==> src/rtl/shift_pkg.sv <==
// Shared encodings for the multi-cycle shift engine: operation codes and FSM states.
package shift_pkg;

  localparam logic [1:0] OP_ROR = 2'b00;
  localparam logic [1:0] OP_SRL = 2'b01;
  localparam logic [1:0] OP_SLL = 2'b10;
  localparam logic [1:0] OP_SRA = 2'b11;

  typedef enum logic [1:0] {
    IDLE  = 2'b00,
    SHIFT = 2'b01,
    DONE  = 2'b10
  } state_t;

endpackage

==> src/rtl/shift_step.sv <==
// Combinational single-bit shift/rotate step; the sequencer applies it once per clock.
module shift_step
  import shift_pkg::*;
#(
  parameter int N = 8
) (
  input  logic [1:0]   op,
  input  logic [N-1:0] d,
  output logic [N-1:0] q
);

  always_comb begin
    q = d;
    unique case (op)
      OP_ROR: q = {d[0], d[N-1:1]};
      OP_SRL: q = {1'b0, d[N-1:1]};
      OP_SLL: q = {d[N-2:0], 1'b0};
      OP_SRA: q = {d[N-1], d[N-1:1]};
    endcase
  end

endmodule

==> src/rtl/seq_shifter.sv <==
// Multi-cycle shifter: loads an operand on start, applies one bit step per clock for
// shamt clocks, then pulses done for one cycle with the result held on dataout.
module seq_shifter
  import shift_pkg::*;
#(
  parameter int N   = 8,
  parameter int SHW = $clog2(N)
) (
  input  logic           clk,
  input  logic           rst_n,
  input  logic           start,
  input  logic [1:0]     op,
  input  logic [SHW-1:0] shamt,
  input  logic [N-1:0]   dataa,
  output logic           busy,
  output logic           done,
  output logic [N-1:0]   dataout
);

  // Handshake: start is accepted only on an edge where busy=0 (IDLE); while busy=1 start
  // and all operand inputs are ignored. done is a single-cycle pulse marking dataout valid,
  // and dataout then holds until the next accepted start.
  state_t         state;
  state_t         state_nxt;
  logic [SHW-1:0] count;
  logic [1:0]     op_q;
  logic [N-1:0]   step_q;
  logic           accept;

  assign accept = (state == IDLE) && start;

  shift_step #(.N(N)) u_step (
    .op (op_q),
    .d  (dataout),
    .q  (step_q)
  );

  always_ff @(posedge clk or negedge rst_n) begin
    if (!rst_n) state <= IDLE;
    else        state <= state_nxt;
  end

  always_comb begin
    state_nxt = state;
    unique case (state)
      IDLE:    if (start) state_nxt = (shamt == '0) ? DONE : SHIFT;
      SHIFT:   if (count == SHW'(1)) state_nxt = DONE;
      DONE:    state_nxt = IDLE;
      default: state_nxt = IDLE;
    endcase
  end

  always_ff @(posedge clk or negedge rst_n) begin
    if (!rst_n) begin
      dataout <= '0;
      count   <= '0;
      op_q    <= OP_ROR;
    end else if (accept) begin
      dataout <= dataa;
      count   <= shamt;
      op_q    <= op;
    end else if (state == SHIFT) begin
      dataout <= step_q;
      count   <= count - SHW'(1);
    end
  end

  // Outputs decode from the state register only, so reset clears them without a clock edge.
  assign busy = (state != IDLE);
  assign done = (state == DONE);

endmodule

==> config.mk <==
export PLATFORM = sky130hd
export DESIGN_NAME = seq_shifter
export DESIGN_NICKNAME = d
export VERILOG_FILES = /design/src/rtl/shift_pkg.sv /design/src/rtl/shift_step.sv /design/src/rtl/seq_shifter.sv
export SDC_FILE = /design/constraint.sdc
export NUM_CORES = 1
export LEC_CHECK = 0
export ABC_AREA = 1
export CELL_PAD_IN_SITES_DETAIL_PLACEMENT = 1
export CELL_PAD_IN_SITES_GLOBAL_PLACEMENT = 1
export CORE_MARGIN = 2
export CORE_UTILIZATION = 33
export DETAILED_ROUTE_END_ITERATION = 8
export HOLD_SLACK_MARGIN = 0.12
export PLACE_DENSITY = 0.84
export SYNTH_ARGS = -nofsm -noshare
export SYNTH_HDL_FRONTEND = slang
export SYNTH_SLANG_ARGS = --single-unit
==> constraint.sdc <==
create_clock -name clk -period 1.6 [get_ports clk]
set_clock_uncertainty 0.05 [all_clocks]
set_input_delay 0.48 -clock clk [delete_from_list [all_inputs] [get_ports clk]]
set_output_delay 0.48 -clock clk [all_outputs]
set_load 0.02 [all_outputs]
Word-level counts from Yosys, hierarchy flattened
Cells that the tools add are included.
{"block": "op_classes", "n_addsub": 1, "n_eq_ne": 9, "n_mux": 9, "n_reduce_logical": 8}
{"op": "8-bit one-hot mux with 4 select lines", "count": 1}
{"op": "8-bit 2-to-1 mux", "count": 2}
{"op": "2-bit == test, second input constant", "count": 3}
{"op": "2-bit 2-to-1 mux", "count": 3}
{"op": "3-bit 2-to-1 mux", "count": 2}
{"op": "2-bit inequality test, second input constant", "count": 3}
{"op": "2-bit by 1-bit == test with 1-bit output, second input constant", "count": 2}
{"op": "2-bit zero test", "count": 2}
{"op": "2-bit one-hot mux with 2 select lines", "count": 1}
{"op": "2-bit AND reduction", "count": 2}
{"op": "2-bit nonzero test", "count": 2}
{"op": "3-bit by 1-bit == test with 1-bit output, second input constant", "count": 1}
{"op": "3-bit zero test", "count": 1}
{"op": "3-bit by 1-bit subtractor with 3-bit output, second input constant", "count": 1}
{"op": "1-bit logical AND", "count": 1}
{"block": "word_totals", "regBits": 15, "in_bits": 16, "output_inout_bits": 10}

Logic depth before layout (Yosys ltp)
Gate-level depths: netlist (run 1).
{"block": "logic_depth", "depth_word": 4, "depth_mapped": 7, "depth_no_buf": 7}

By module
A second synthesis (run 1) with hierarchy kept.
{"block": "unflattened", "cells_unflattened": 145, "area_unflattened_um2": 1001.0}
{"module": "seq_shifter", "instances": 1, "cells_per_inst": 116, "area_per_inst_um2": 878.3, "seq_area_each_um2": 375.4}
{"module": "shift_step", "instances": 1, "cells_per_inst": 29, "area_per_inst_um2": 122.6, "seq_area_each_um2": 0.0}

Least setup slack after synthesis (run 1)
OpenSTA, ideal clock, no wires.
{"block": "synth_path", "path_kind": "flip-flop to output port", "startpoint": "register state[0]", "endpoint": "output done", "arrival_time_ns": 0.707, "slack_ns": 0.363, "path_stages_with_launch": 2, "path_buffers": 0, "cell_sequence": "dfrtp_1 -> nor2_1"}
{"block": "synth_via", "elab_chain_cells": 1}
{"item": "start, declared", "line_no": "seq_shifter.sv:23", "source": "state_t state;"}
{"item": "start signal, assigned", "line_no": "seq_shifter.sv:40", "source": "else state <= state_nxt;"}
{"item": "2-bit == test", "line_no": "seq_shifter.sv:70", "source": "assign done = (state == DONE);"}
{"item": "end, declared", "line_no": "seq_shifter.sv:16", "source": "output logic done,"}
Every way passes these cells.

Final worst setup path (run 1)
{"block": "layout_path", "startpoint": "register dataout[6]", "endpoint": "output dataout[6]"}
{"item": "start, declared", "line_no": "seq_shifter.sv:17", "source": "output logic [N-1:0] dataout"}
{"item": "start signal, assigned", "line_no": "seq_shifter.sv:59", "source": "dataout <= dataa;"}
{"item": "start signal, assigned", "line_no": "seq_shifter.sv:63", "source": "dataout <= step_q;"}
No word-level cell between the ends.

==> summary.md, run 1 <==
| Metric | Value |
|---|---|
| Status | finished, final reports clean |
| PnR Total Power | 2.62 mW |
| WL final | 2.50 mm |
| Max-slew violations | 0 |
| First-pass GRT wire length | 4.35 mm |
| Peak supply drop | 0.984 mV |
| # Post-CTS Setup Buffers | 0 |
| Largest family of logic cells by synthesized area | simple AND/OR/NAND/NOR gates |
| Worst path required time | 1.07 ns |
| Reg power frac | 26.3% |
| Worst slew margin | 83.5% |
| Avg Synthesized Cell Area | 7.37 µm² |
| Leakage | 0.729 nW |
| Buffers & Inverters on Critical Path | 1 |
| Num rows | 19 |
| Reg2Reg Depth | 6 |
| Grt ovf | 0 |
| Vias per std cell | 4.63 |
| Final worst slack | 0.0745 ns |
| Layout filler cell count | 363 |
| Placer congestion estimate | 0.744 |
| Final worst-path cycle share | 95.3% |
| CTS sink cnt | 15 |
| Cell family with most CP delay | flip-flops |
| CTS Buffer Depth | 2 |
| GRT Util Overall | 17.2% |
| CTS H-tree lvls | 1 |
| DP HPWL | 1.97 mm |
| Net count after synthesis | 142 |
| Final antenna-violating net count | 0 |
| DIE HEIGHT | 56.6 µm |
| # diodes | 0 |
| Final non-filler cell total | 198 |
| DP Cell Count | 194 |
| Seq cells post-synth | 15 |
| Netlist Area Pre-Place | 913 µm² |
| Critical path startpoint category | flip-flop |
| Simple-gate share of the synthesized area | 34.2% |
| Seq/Total Area, Yosys | 41.1% |
| Mapped Cells | 124 |
| Setup TNS | 0 ns |
| First-pass DRT Iterations | 4 |
| Number of global-route vias before repair | 996 |
| Compound-gate portion of the synthesized area | 9.59% |
| P_int | 1.39 mW |
| Yosys cell types | 18 |
| DRC | 0 |
| Via Count | 917 |
| Critical path depth | 1 |
| I/O pins | 26 |
| Antenna violations before repair | 0 |
| Final setup viols | 0 |
| Clk_lat worst skew | 0.28 ns |
| Fin nets | 186 |
| Comb pwr share | 65.4% |
| Crit-path max cell delay | 0.39 ns |
| Hold Crit Class | primary input to async pin |
| Largest net degree at the start of global routing | 16 |
| Initial DRC Count | 16 |
| Top cell type's share of synthesized area | 41.1% |
| Core ar. | 0.00269 mm² |
| Cell Pwr Density | 2010 mW/mm² |
| Max Clk Rate | 656 MHz |
| Root Buffer | clkbuf_4 |
| Starting Density | 34.0% |
| Worst-path clk slew | 0.09 ns |
| Sw Pwr | 1.23 mW |
| Synth area leaders | dfrtp_1 (41%), nand2_1 (22%), nand3_1 (7.1%), inv_1 (7.0%), o211ai_2 (5.5%) |
| Largest area contributor in the netlist | dfrtp_1 |
| RSZ-0062 raised after global routing | false |
| Slowest CP cell | dfrtp_1 |
| Crit path kind | flip-flop to output pin |
| Worst-path maximum fanout | 2 |
| PostCTS Resize Cnt | 15 |
| DP Worst Slack | -0.0318 ns |
| Die area | 0.00320 mm² |
| Clk pwr share | 8.3% |
| Buffers added on ports | 25 |
| XOR/XNOR share of the synthesized area | 0.959% |
| Share of cells above drive strength 1 | 19.2% |
| Net Sw Frac | 47.0% |
| Crit path cell chain | dlygate4sd2_1 |
| Setup crit end kind | output pin |
| Area growth syn-to-layout | 42.6% |
| Worst Max-Slew Pin Slew | 0.246 ns |
| Adder-Cell Fraction of Synth Area | 2.74% |
| DR WL/cell | 12.6 µm |
| Synth Warn # | 0 |
| Die X | 56.6 µm |
| CTS buffer count | 3 |
| Min cycle time layout | 1.53 ns |
| Hold Buf Count CTS | 0 |
| Final hold vios | 0 |
| CTS tree | yes |
| CP arrival | 1.00 ns |
| Max-Cap Viols | 0 |
| Multiplexer share of the synthesized area | 0% |
[synth_stat cells (all sizes together)]
library cell / number
o211ai: 5
buf: 3
ha: 2
xor2: 1
dfrtp: 15
o21ai: 6
nand3: 13
nor2: 3
nand2: 56
or2: 1
nor3: 1
inv: 18
[cell usage in the layout (no fill, tap or decap), drive strengths merged]
cell           Yosys  final
nor2               3      3
nand3             13     13
o211ai             5      5
ha                 2      2
dfrtp             15     15
clkbuf             0      4
dlygate4sd2        0      8
clkdlybuf4s50      0     15
o21ai              6      6
inv               18     18
nor3               1      1
nand2             56     56
buf                3     19
or2                1      1
xor2               1      1
[layer usage]
| layer | GRT usage (%) | up-vias | wire length, µm |
|---|---|---|---|
| met5 | 0 | - | 0 |
| met4 | 6.12 | 0 | 23 |
| met3 | 1.61 | 2 | 69 |
| met2 | 30.9 | 16 | 1300 |
| met1 | 21.2 | 428 | 1100 |
| li1 | - | 471 | - |
[metrics by stage]
step	instance area (µm²)	util (%)	hold slack, ns
floorplan	913	-	0.134
global placement	1300	48.3	0.499
detailed placement	1300	48.3	0.536
CTS	1310	48.7	0.460
global route	1300	48.5	0.472
finish	1300	48.5	0.454
[cell type report]
class | count | area, µm² | share of cell area [%]
timing repair buffer | 42 | 358 | 27.5
inverter | 18 | 70.1 | 5.38
multi-input combinational | 88 | 434 | 33.3
sequential | 15 | 375 | 28.8
clock buffer | 4 | 26.3 | 2.02
tap | 31 | 38.8 | 2.98
[registers in the layout, indices dropped and copies added (netlist names)]
signal and flops:
dataout 8, state 2, op_q 2, count 3
[worst paths after layout]
kind                       startpoint         end  slack, ns
hold reg to reg            dataout[0]  dataout[0]       0.55
min in group clk           dataout[0]  dataout[0]       0.55
max in group asynchronous       rst_n    count[2]       0.87
hold / removal                  rst_n  dataout[3]       0.45
setup / recovery           dataout[6]  dataout[6]       0.07
setup reg to reg             state[0]  dataout[5]       0.28
[kinds of logic (layout without fill, tap and decap cells)]
group | after synthesis | after routing
AND/OR/NAND/NOR | 74 | 74
buffers and inverters | 21 | 64
flip-flops | 15 | 15
AO/OA/AOI/OAI | 11 | 11
adder cells (fa/ha/maj) | 2 | 2
XOR/XNOR | 1 | 1
[power by group through the flow]
stage / logic, mW / registers [mW] / clock network [mW]
floorplan: 0.942 / 0.820 / 0
CTS: 1.76 / 0.694 / 0.223
global route: 1.93 / 0.714 / 0.246
detailed placement: 1.82 / 0.697 / 0
finish: 1.72 / 0.689 / 0.216
global placement: 1.73 / 0.679 / 0
Power figures use the tool's default switching activity.
==> inputs of run 2 (changes only) <==
--- a/config.mk
+++ b/config.mk
@@ -5,14 +5,13 @@
 export SDC_FILE = /design/constraint.sdc
 export NUM_CORES = 1
 export LEC_CHECK = 0
-export ABC_AREA = 1
 export CELL_PAD_IN_SITES_DETAIL_PLACEMENT = 1
 export CELL_PAD_IN_SITES_GLOBAL_PLACEMENT = 1
 export CORE_MARGIN = 2
-export CORE_UTILIZATION = 33
+export CORE_UTILIZATION = 34
 export DETAILED_ROUTE_END_ITERATION = 8
 export HOLD_SLACK_MARGIN = 0.12
-export PLACE_DENSITY = 0.84
+export PLACE_DENSITY = 0.83
 export SYNTH_ARGS = -nofsm -noshare
 export SYNTH_HDL_FRONTEND = slang
 export SYNTH_SLANG_ARGS = --single-unit
==> summary.md, run 2 <==
| Metric | Value |
|---|---|
| Status | finished, violations left |
| Failing checks | negative setup slack |
| DIE HEIGHT | 53.9 µm (-4.8%) |
| Root Buffer | clkbuf_4 |
| Largest register FFs | 8 (unchanged) |
| RSZ-0062 raised after global routing | true |
| Starting Density | 35.1% (+1.1 points) |
| Reg-to-Reg End | dataout[1] |
| Via Count | 781 (-15%) |
| Vias per std cell | 5.42 (+17%) |
| Seq cells post-synth | 15 (unchanged) |
| Final hold vios | 0 (unchanged) |
| Yosys cell types | 30 (+12) |
| Worst Max-Slew Pin Slew | 0.433 ns (+0.187 ns) |
| Final antenna-violating net count | 0 (unchanged) |
| Die X | 53.9 µm (-4.8%) |
| Area growth syn-to-layout | 42.0% |
| Net Sw Frac | 43.7% (-3.3 points) |
| DRC | 0 (unchanged) |
| Slowest CP cell | dfrtp_1 |
| Netlist Area Pre-Place | 846 µm² (-7.4%) |
| Cell family with most CP delay | flip-flops |
| Largest regs | dataout: 8 flops, count: 3 flops |
| Initial DRC Count | 3 (-13) |
| Final core utilization | 49.8% (+1.4 points) |
| Worst path required time | 1.07 ns (about the same) |
| CTS Buffer Depth | 2 (unchanged) |
| Comb pwr share | 61.9% (-3.5 points) |
| Final setup viols | 1 (+1) |
| I/O pins | 26 (unchanged) |
| Final worst-path cycle share | 100% (+4.7 points) |
| Crit-path max cell delay | 0.41 ns (+0.02 ns) |
| Reg2Reg Depth | 4 (-2) |
| Share of cells above drive strength 1 | 18.4% (-0.74 points) |
| Seq/Total Area, Yosys | 44.4% (+3.3 points) |
| Placer congestion estimate | 0.820 (+10%) |
| Reg power frac | 28.9% (+2.6 points) |
| CTS H-tree lvls | 1 (unchanged) |
| CTS tree | yes |
| Num rows | 18 (-1) |
| Avg Synthesized Cell Area | 10.7 µm² (+45%) |
| Buffers added on ports | 25 (unchanged) |
| Synth area leaders | dfrtp_1 (44%), mux2i_1 (8.3%), o32ai_1 (6.2%), a21oi_1 (4.7%), a2bb2oi_1 (3.1%) |
| Max-Cap Viols | 0 (unchanged) |
| Worst-path maximum fanout | 3 (+1) |
| # Post-CTS Setup Buffers | 0 (unchanged) |
| Number of synthesized flops with an enable pin | 0 (unchanged) |
| Setup crit end kind | output pin |
| Top cell type's share of synthesized area | 44.4% (+3.3 points) |
| Most frequent cells in the layout | dfrtp_1 (15), clkdlybuf4s50_1 (14), buf_4 (12) |
| Crit path kind | flip-flop to output pin |
| Slack of the worst reg-to-reg path | 0.14 ns (-0.14 ns) |
| Core ar. | 0.00241 mm² (-10%) |
| Buffers & Inverters on Critical Path | 1 (unchanged) |
| CP arrival | 1.07 ns (+0.07 ns) |
| Largest net degree at the start of global routing | 16 (unchanged) |
| GRT Util Overall | 19.4% (+2.2 points) |
| Hold_ws | 0.468 ns (+0.0134 ns) |
| Final worst slack | -0.000155 ns (-0.0747 ns) |
| Number of global-route vias before repair | 869 (-13%) |
| Worst-path clk slew | 0.09 ns (about the same) |
| Commonest non-fill, non-tap cell in the layout | dfrtp_1 |
| PnR Total Power | 2.43 mW (-7.3%) |
| # diodes | 0 (unchanged) |
| Commonest register cell after synthesis | dfrtp_1 |
| Top reg by flops | dataout |
| Clk pwr share | 9.1% (+0.8 points) |
| Sw Pwr | 1.06 mW (-14%) |
| Critical path startpoint category | flip-flop |
| First-pass DRT Iterations | 3 (-1) |
| CTS sink cnt | 15 (unchanged) |
| CTS buffer count | 3 (unchanged) |
| Clk_lat worst skew | 0.29 ns (about the same) |
| Peak supply drop | 0.989 mV (+0.51%) |
| Async SR Flop Fraction | 100% (unchanged) |
| Net count after synthesis | 97 (-32%) |
| Hold Crit Class | primary input to async pin |
| Synth Warn # | 0 (unchanged) |
| Fin nets | 133 (-28%) |
| P_int | 1.37 mW (-1.4%) |
| Hold Buf Count CTS | 0 (unchanged) |
| Max-slew violations | 0 (unchanged) |
| Worst slew margin | 71.0% (-12 points) |
| Crit path cell chain | or2_1, buf_6 |
| Min cycle time layout | 1.60 ns (+0.0747 ns) |
| DR WL/cell | 17.0 µm (+35%) |
| R2R Path Start | state[1] |
| Max Clk Rate | 625 MHz (-4.7%) |
| Leakage | 0.522 nW (-28%) |
| Antenna violations before repair | 0 (unchanged) |
| WL final | 2.45 mm (-1.9%) |
| Die area | 0.00290 mm² (-9.4%) |
| First-pass GRT wire length | 3.93 mm (-9.5%) |
| DP HPWL | 1.82 mm (-7.5%) |
| Cell Pwr Density | 2020 mW/mm² (+0.56%) |
| Largest area contributor in the netlist | dfrtp_1 |
| Commonest cells post-synth | dfrtp_1 (15), a21oi_1 (8), mux2i_1 (7) |
| Mapped Cells | 79 (-36%) |
| Grt ovf | 0 (unchanged) |
| Most common cell in the netlist | dfrtp_1 |
run 2: cell types whose count changed after synthesis, moves of 4 or more:
cell	change
o32ai_1	+6
o211ai_2	-4
nand2_1	-52
a21oi_1	+8
mux2i_1	+7
o21ai_0	-4
inv_1	-13
nand3_1	-11
run 2: stage by stage:
stage / setup slack, ns / cells / instance area (µm²) / setup TNS [ns]
after global placement: -0.208 / 140 / 1180 / -2.31
after floorplan: 0.114 / 79 / 846 / 0
after CTS: -0.0115 / 144 / 1180 / -0.0115
final: -0.000155 / 144 / 1200 / -0.000155
after global routing: -0.0340 / 144 / 1200 / -0.0340
after detailed placement: -0.283 / 140 / 1180 / -3.08
run 2: worst max-delay path by stage:
stage / slack, ns / end / depth (start not counted) / from
2_1_floorplan: 0.11 / done / 3 / state[1]
3_3_place_gp: -0.21 / op_q[1] / 3 / start
3_5_place_dp: -0.28 / op_q[0] / 3 / start
4_1_cts: -0.01 / busy / 2 / state[1]
5_1_grt: -0.03 / busy / 2 / state[0]
6_report: -0.0002 / busy / 2 / state[0]
run 2: logic make-up (layout without fill, tap and decap cells):
| kind of cell | count (synthesis) | count (layout) | share of synthesized area, % |
|---|---|---|---|
| fa+ha+maj | 2 | 2 | 2.96 |
| simple gates | 14 | 14 | 9.91 |
| mux | 9 | 9 | 10.9 |
| buf+inv | 11 | 46 | 7.84 |
| flops | 15 | 15 | 44.4 |
| compound gates | 28 | 28 | 24.0 |
run 2: layout make-up:
type,count,area [µm²]
clock buffers,4,26.3
fillers,283,1210
inverters,5,18.8
multi-input cells,53,413
flip-flops and latches,15,375
well taps,30,37.5
repair buffers,37,330
run 2: power groups by stage:
stage | Clock, mW | Sequential (mW) | Combinational (mW)
after global placement | 0 | 0.702 | 1.49
after CTS | 0.224 | 0.705 | 1.47
final | 0.221 | 0.703 | 1.51
after floorplan | 0 | 0.833 | 0.848
after detailed placement | 0 | 0.717 | 1.55
after global routing | 0.241 | 0.732 | 1.65
run 2: layer usage:
layer	up-vias	wire (µm)	GRT usage, %
met5	-	0	0
met4	0	53	8.97
met3	4	78	2.50
met2	15	1340	35.8
met1	397	979	21.8
li1	365	-	-
run 2: worst reg2reg max path, delay by kind of cell, from the launching register on:
| kind | cells | cell delay (ns) |
|---|---|---|
| buf+inv | 1 | 0.20 |
| flops | 1 | 0.40 |
| compound gates | 3 | 0.72 |
run 2: what timing repair did:
action | 4_1_cts | 5_1_grt
pin swaps | 0 | 1
hold endpoints to repair | 0 | 0
resized for setup | 16 | 6
setup endpoints to repair | 10 | 11
==> inputs of run 3 (changes only) <==
--- a/config.mk
+++ b/config.mk
@@ -10,6 +10,7 @@
 export CORE_MARGIN = 2
 export CORE_UTILIZATION = 34
 export DETAILED_ROUTE_END_ITERATION = 8
+export GPL_ROUTABILITY_DRIVEN = 0
 export HOLD_SLACK_MARGIN = 0.12
 export PLACE_DENSITY = 0.83
 export SYNTH_ARGS = -nofsm -noshare
==> results of run 3 <==
Final layout, timing and power as in run 2 (identical DEF).
